<file path="src/rtl/pipe_pkg.sv">
// pipe_pkg: shared width, word type and drain-state encoding for the pipe drain stage
package pipe_pkg;
  localparam int PIPE_WIDTH = 28;
  typedef logic [PIPE_WIDTH-1:0] pipe_word_t;
  typedef enum logic [1:0] {EMPTY, FULL1, FULL2} drain_state_t;
endpackage

</file>
<file path="src/rtl/pipe_slot.sv">
// pipe_slot: one WIDTH-bit storage entry with load enable, plus a stored parity bit
// when PIPE_DRAIN_STAGE_PARITY_EN is defined.
// Ports: clk, rst_n (async active-low), load, d -> q; optional par_d -> par_q.
module pipe_slot
  import pipe_pkg::*;
#(
  parameter int WIDTH = PIPE_WIDTH
) (
  input  logic             clk,
  input  logic             rst_n,
  input  logic             load,
  input  logic [WIDTH-1:0] d,
  output logic [WIDTH-1:0] q
`ifdef PIPE_DRAIN_STAGE_PARITY_EN
  ,
  input  logic             par_d,
  output logic             par_q
`endif
);
  always_ff @(posedge clk or negedge rst_n)
    if (!rst_n) q <= '0;
    else if (load) q <= d;
`ifdef PIPE_DRAIN_STAGE_PARITY_EN
  always_ff @(posedge clk or negedge rst_n)
    if (!rst_n) par_q <= 1'b0;
    else if (load) par_q <= par_d;
`endif
endmodule

</file>
<file path="src/rtl/pipe_drain_stage.sv">
// pipe_drain_stage: 2-entry skid buffer handing latch-bank words downstream over valid/ready.
// Ports: clk, rst_n (async active-low), in_valid/in_data/in_ready (upstream),
// out_valid/out_data/out_ready (downstream), flush (sync discard), count (words held).
// Optional macro PIPE_DRAIN_STAGE_PARITY_EN adds par_inject input and par_err output.
module pipe_drain_stage
  import pipe_pkg::*;
#(
  parameter int WIDTH = PIPE_WIDTH
) (
  input  logic             clk,
  input  logic             rst_n,
  input  logic             in_valid,
  input  logic [WIDTH-1:0] in_data,
  output logic             in_ready,
  output logic             out_valid,
  output logic [WIDTH-1:0] out_data,
  input  logic             out_ready,
  input  logic             flush,
  output logic [1:0]       count
`ifdef PIPE_DRAIN_STAGE_PARITY_EN
  ,
  input  logic             par_inject,
  output logic             par_err
`endif
);
  drain_state_t     state, state_nx;
  logic             accepted, drained, main_load, skid_load;
  logic [WIDTH-1:0] skid_q, main_d;
  assign accepted = in_valid & in_ready;
  assign drained  = out_valid & out_ready;
  assign count    = state;
  always_comb begin
    state_nx = flush ? EMPTY :
               state == EMPTY ? (accepted ? FULL1 : EMPTY) :
               state == FULL1 ? (accepted & !drained ? FULL2 : !accepted & drained ? EMPTY : FULL1) :
               (drained ? FULL1 : FULL2);
  end
  // Main loads a fresh word when empty or when draining in FULL1; in FULL2 it refills from skid.
  assign main_load = !flush & (state == FULL2 ? drained : accepted & (state == EMPTY | drained));
  assign skid_load = !flush & state == FULL1 & accepted & !drained;
  assign main_d    = state == FULL2 ? skid_q : in_data;
  // Outputs are registered from the next state so in_ready never depends on out_ready.
  always_ff @(posedge clk or negedge rst_n)
    if (!rst_n) begin
      state     <= EMPTY;
      out_valid <= 1'b0;
      in_ready  <= 1'b1;
    end else begin
      state     <= state_nx;
      out_valid <= state_nx != EMPTY;
      in_ready  <= state_nx != FULL2;
    end
`ifdef PIPE_DRAIN_STAGE_PARITY_EN
  logic in_par, skid_par, main_par;
  assign in_par  = ^in_data ^ par_inject;
  assign par_err = out_valid & ((^out_data) != main_par);
  pipe_slot #(.WIDTH(WIDTH)) u_main (
    .clk(clk), .rst_n(rst_n), .load(main_load), .d(main_d), .q(out_data),
    .par_d(state == FULL2 ? skid_par : in_par), .par_q(main_par));
  pipe_slot #(.WIDTH(WIDTH)) u_skid (
    .clk(clk), .rst_n(rst_n), .load(skid_load), .d(in_data), .q(skid_q),
    .par_d(in_par), .par_q(skid_par));
`else
  pipe_slot #(.WIDTH(WIDTH)) u_main (
    .clk(clk), .rst_n(rst_n), .load(main_load), .d(main_d), .q(out_data));
  pipe_slot #(.WIDTH(WIDTH)) u_skid (
    .clk(clk), .rst_n(rst_n), .load(skid_load), .d(in_data), .q(skid_q));
`endif
  always_ff @(posedge clk)
    if (rst_n) begin
      assert (count != 2'd3) else $error("count overflow");
      assert (!(drained && count == 2'd0)) else $error("count underflow");
    end
endmodule

</file>
<file path="config.mk">
export PLATFORM = sky130hd
export DESIGN_NAME = pipe_drain_stage
export DESIGN_NICKNAME = d
export VERILOG_FILES = /design/src/rtl/pipe_pkg.sv /design/src/rtl/pipe_slot.sv /design/src/rtl/pipe_drain_stage.sv
export SDC_FILE = /design/constraint.sdc
export NUM_CORES = 1
export LEC_CHECK = 0
export CAP_MARGIN = 20
export CORE_MARGIN = 2
export CORE_UTILIZATION = 49
export DETAILED_ROUTE_END_ITERATION = 8
export PLACE_DENSITY = 0.84
export SKIP_LAST_GASP = 1
export SYNTH_ARGS = -nofsm -noshare
export SYNTH_HDL_FRONTEND = slang
export SYNTH_SLANG_ARGS = --single-unit
export TNS_END_PERCENT = 20
</file>
<file path="constraint.sdc">
create_clock -name clk -period 2.5 [get_ports clk]
set_clock_uncertainty 0.2 [all_clocks]
set_input_delay 0.375 -clock clk [delete_from_list [all_inputs] [get_ports clk]]
set_output_delay 0.375 -clock clk [all_outputs]
set_load 0.03 [all_outputs]
</file>
# Word-level counts from Yosys, hierarchy flattened
# Cells that the tools add are included.
# classes
n_div	0
order_cmp	0
n_mux	9
mul	0
shift	0
n_bitwise	10
reduce_logical	5
eq_ne	3
add_sub_neg	0
# ops
op	n
$mux W28	1
$mux W2	5
$and A1 B1 Y1	9
$logic_not A1 Y1	3
$mux W1	3
$eq A2 B1 Y1 const B	1
$eq A2 B2 Y1 const B	1
$logic_not A2 Y1	1
$ne A2 B2 Y1 const B	1
$reduce_bool A2 Y1	1
$or A1 B1 Y1	1
# word_totals
ff_bits	60
wordCells	32
ramBits	0
in_bits	33
latch_bits	0
memories	0
mem_bits_ro	0

# Logic depth before layout (Yosys ltp)
# Gate-level depths: netlist of the first run.
# logic_depth
word_depth	9
depth_mapped	6
ltp_nobuf	6

# By module
# A second synthesis of the first run with hierarchy kept.
# hier_totals
hier_cells	176
area_unflattened_um2	2996.6
# modules_own_cells
module	area_per_inst_um2	cells_each	instances
pipe_slot	1142.3	59	2
pipe_drain_stage	711.9	58	1

# Least setup slack after synthesis of the first run
# Ideal clock, no wire load.
# synth_timing
kind	register to register
start	reg in_ready
end	reg out_valid
path_stages_with_launch	7
path_slack_ps	285
t_arrival_ps	1888
setup_ps	127
synth_period_minus_slack_ps	2215
n_path_buf	0
required_ps	2173
path_cell_list	dfstp_2 nand2_1 inv_1 ha_1 or3b_2 o2111a_1 or2_2
# synth_via
elab_chain_len	9
# synth_lines
item	line_no	source
start, declared	pipe_drain_stage.sv:14	output logic in_ready,
start signal, assigned	pipe_drain_stage.sv:47	in_ready <= 1'b1;
start signal, assigned	pipe_drain_stage.sv:51	in_ready <= state_nx != FULL2;
$and A1 B1 Y1 *	pipe_drain_stage.sv:29	assign accepted = in_valid & in_ready;
$logic_not A1 Y1	pipe_drain_stage.sv:35	state == FULL1 ? (accepted & !drained ? FULL2 : !accepted & drained ? EMPTY : FULL1) :
$and A1 B1 Y1	pipe_drain_stage.sv:35	
$mux W1	pipe_drain_stage.sv:35	
$mux W2 (2 in a row)	pipe_drain_stage.sv:35	
$mux W2 *	pipe_drain_stage.sv:34	state == EMPTY ? (accepted ? FULL1 : EMPTY) :
$mux W2 *	pipe_drain_stage.sv:33	state_nx = flush ? EMPTY :
via state_nx[0]	pipe_drain_stage.sv:26	drain_state_t state, state_nx;
$reduce_bool A2 Y1 *	pipe_drain_stage.sv:50	out_valid <= state_nx != EMPTY;
end signal, assigned	pipe_drain_stage.sv:46	out_valid <= 1'b0;
end signal, assigned	pipe_drain_stage.sv:50	
end, declared	pipe_drain_stage.sv:15	output logic out_valid,
# Mark *: on every way through the listed nets, which the timed path passes. The rest lies on a longest branch.
# A chain may end at the register's enable or synchronous reset.

# Final worst setup path of the first run
# Same ends and word-level chain as after synthesis.

==> results of run 1 <==
[state kept, by name, indices dropped and copies added (netlist names)]
| signal | count |
|---|---|
| u_skid.q | 28 |
| u_main.q | 28 |
| count | 2 |
| in_ready | 1 |
| out_valid | 1 |
[area by class of cell]
| type | count | share of cell area [%] |
|---|---|---|
| Clock buffer | 12 | 4.53 |
| Clock inverter | 4 | 1.92 |
| Inverter | 2 | 0.206 |
| Multi-Input combinational cell | 100 | 29.6 |
| Sequential cell | 60 | 41.2 |
| Tap cell | 70 | 2.40 |
| Timing Repair Buffer | 72 | 20.2 |
[final timing paths]
check,startpoint,to,slack [ps],cells after the start
min in group asynchronous,rst_n,u_main.q[20],420,2
hold / removal,u_main.q[22],u_main.q[22],290,1
max in group asynchronous,rst_n,u_skid.q[9],1070,3
setup / recovery,in_ready,out_valid,360,6
setup reg to reg,in_ready,out_valid,360,6
hold reg to reg,u_main.q[22],u_main.q[22],290,1
[through the flow]
stage	hold WS, ps	cells	utilization (%)	power (mW)	instance area [um^2]
after floorplan	-121	169	-	2.49	2630
after global placement	219	303	66.2	3.06	3400
after detailed placement	239	303	66.2	3.13	3400
after CTS	296	320	71.0	4.15	3650
after global routing	317	320	71.0	4.30	3650
final	288	320	71.0	4.09	3650
[power by group through the flow]
stage / registers (mW) / logic [mW] / clock network, mW
final: 1.61 / 1.50 / 0.992
after global routing: 1.66 / 1.58 / 1.06
after CTS: 1.61 / 1.52 / 1.02
after detailed placement: 1.62 / 1.51 / 0
after global placement: 1.60 / 1.47 / 0
after floorplan: 1.98 / 0.517 / 0
[cells by family (layout without fill, tap and decap cells)]
logic type / Yosys count / after routing / synth area share, %
buffers and inverters: 9 / 90 / 1.99
AND/OR/NAND/NOR: 11 / 11 / 2.57
AO/OA/AOI/OAI: 4 / 4 / 2.00
multiplexers: 84 / 84 / 35.9
flip-flops: 60 / 60 / 57.1
adder cells (fa/ha/maj): 1 / 1 / 0.475
[placed cells by master (no fill, tap or decap), drive strengths merged]
cell type,instances
or3b,1
inv,2
dlygate4sd3,1
o2111a,1
a21oi,1
bufinv,2
nor3b,1
a21bo,1
buf,8
nand3,1
dfstp,1
clkinv,2
clkdlybuf4s50,63
dfrtp,59
nand2b,2
nor2b,1
clkbuf,12
nand3b,1
ha,1
a221oi,1
nand2,2
or2,2
mux2,84
[routing by layer]
metal	up-vias	global-route usage [%]	wire, um
met5	-	0	0
met4	0	10.9	138
met3	11	4.59	181
met2	39	31.1	2620
met1	802	22.4	2110
li1	768	-	-
==> impl_metrics.py, run 1 <==
metrics = {
    "outcome": {
        "status": "finished, final reports clean",
    },
    "clock_network": {
        "clockRootBuffer": "clkbuf_8",
        "h-tree-depth": 3,
        "clock_latency_ps": 320,
        "post_cts_buffers": 0,
        "ctsResizeCount": 0,
        "clk_pin_slew_worst_paths_ps": 60,
        "clockBufferDepth": 2,
        "cts_tree": "built",
        "postCtsHoldBufs": 1,
        "cts_sinks": 60,
        "cts_buffers": 9,
    },
    "route": {
        "drc": 0,
        "drt-total-wl_um": 5050,
        "final_antenna_net_count": 0,
        "routedWlPerCell_um": 15.8,
        "vias": 1620,
        "drtIter0Drc": 33,
        "vias_per_cell": 5.06,
        "firstDrtPassIters": 4,
    },
    "die": {
        "io_pins": 65,
        "rows": 26,
        "core_area_um2": 5140,
        "die_x_um": 77.3,
        "start_util_pct": 51.2,
        "dieArea_um2": 5980,
        "die_h_um": 77.3,
    },
    "finish": {
        "finalNetCount": 279,
        "nFillCells": 387,
        "area_growth_syn_to_layout_pct": 38.6,
        "antennaDiodeCount": 0,
        "drive_above_1_share_pct": 44.4,
        "multi_input_area_um2": 1080,
        "regArea_um2": 1500,
    },
    "worst_setup_path": {
        "end_kind": "flip-flop",
        "path_class": "flip-flop to flip-flop",
        "path_cells": "nand2_1, inv_1, ha_1, or3b_2, o2111a_1, or2_2",
        "start_kind": "flip-flop",
        "crit_arrival_ps": 2140,
        "cp_top_family": "simple AND/OR/NAND/NOR gates",
        "critPathBufInv": 1,
        "critPathMaxFanout": 3,
        "worstPathRequired_ps": 2500,
        "critPathMaxStageDelay_ps": 530,
        "cpMaxStageDelayCell": "dfstp_2",
    },
    "run": {
        "drv_cap": 0,
    },
    "timing": {
        "hold_viol": 0,
        "fin_ws_ps": 363,
        "setup_viol": 0,
        "slew_violations": 0,
        "setup_tns_ps": 0,
        "period_needed_ps": 2140,
        "min_period_over_period_pct": 85.5,
        "rsz0062_at_grt": "false",
        "tightest_slew_ps": 650,
        "fmax_mhz": 468,
        "slew_headroom_pct": 56.7,
    },
    "synth": {
        "yosysTopAreaCellShare_pct": 56.1,
        "ys_async_sr_fraction_pct": 100,
        "synth_cell_types": 23,
        "synth_seq_area_share_pct": 57.1,
        "yosysTopAreaCell": "dfrtp_1",
        "yosysMostFrequentCell": "mux2_2",
        "synth_edf_count": 0,
        "synth_top_cells_by_count": "mux2_2 (81), dfrtp_1 (59), buf_2 (3), mux2_1 (3)",
        "synth_area_um2": 2630,
        "synth_warnings": 0,
        "avgSynthCellArea_um2": 15.6,
        "syn_inst": 169,
        "synth_nets": 203,
        "synth-seq-cells": 60,
        "synth_ff_type": "dfrtp_1",
        "synth_area_leaders": "dfrtp_1 (56%), mux2_2 (35%), mux2_1 (1.3%), a221oi_4 (1.0%), dfstp_2 (1.0%)",
    },
    "pwr": {
        "p_per_area_nw_per_um2": 1120,
        "p_int_mw": 2.82,
        "power_frac_comb_pct": 36.5,
        "pwr-share-clk_pct": 24.2,
        "vdd_ir_drop_max_mv": 0.668,
        "p_leak_nw": 1.53,
        "switching_share_pct": 31.1,
        "p_switching_mw": 1.27,
        "p_seq_share_pct": 39.2,
    },
    "placement": {
        "gp_congestion": 0.889,
        "place_ws_ps": 31.0,
        "dp_hpwl_um": 3390,
        "io_buffers": 64,
    },
    "grt": {
        "grt_pass1_wl_um": 8550,
        "overflow": 0,
        "grt_usage_pct": 18.9,
        "antenna_found_initial": 0,
        "grt_max_degree": 35,
        "first_global_vias": 1770,
    },
    "worst_hold_path": {
        "hold_path.class": "flip-flop to flip-flop",
    },
}
Note: power is estimated with default switching activity, not from simulation.
==> run 2: changes to the inputs <==
--- a/config.mk
+++ b/config.mk
@@ -8,6 +8,7 @@
 export CAP_MARGIN = 20
 export CORE_MARGIN = 2
 export CORE_UTILIZATION = 49
+export CTS_CLUSTER_SIZE = 8
 export DETAILED_ROUTE_END_ITERATION = 8
 export PLACE_DENSITY = 0.84
 export SKIP_LAST_GASP = 1
==> results of run 2 <==
The final DEF is identical to that of run 1; final timing and power are the same.
==> run 3: changes to the inputs <==
--- a/config.mk
+++ b/config.mk
@@ -11,7 +11,6 @@
 export CTS_CLUSTER_SIZE = 8
 export DETAILED_ROUTE_END_ITERATION = 8
 export PLACE_DENSITY = 0.84
-export SKIP_LAST_GASP = 1
 export SYNTH_ARGS = -nofsm -noshare
 export SYNTH_HDL_FRONTEND = slang
 export SYNTH_SLANG_ARGS = --single-unit
==> constraint.sdc (replaced) <==
create_clock -name clk -period 2.5 [get_ports clk]
set_clock_uncertainty 0.2 [all_clocks]
set_input_delay 0.375 -clock clk [delete_from_list [all_inputs] [get_ports clk]]
set_output_delay 0.375 -clock clk [all_outputs]
set_load 0.01 [all_outputs]
==> results of run 3 <==
Same layout as run 1 (identical final DEF). Status: finished, final reports clean.
Among the figures that moved: total power 4.09 mW -> 3.78 mW; worst IR drop on VDD 0.668 mV -> 0.653 mV
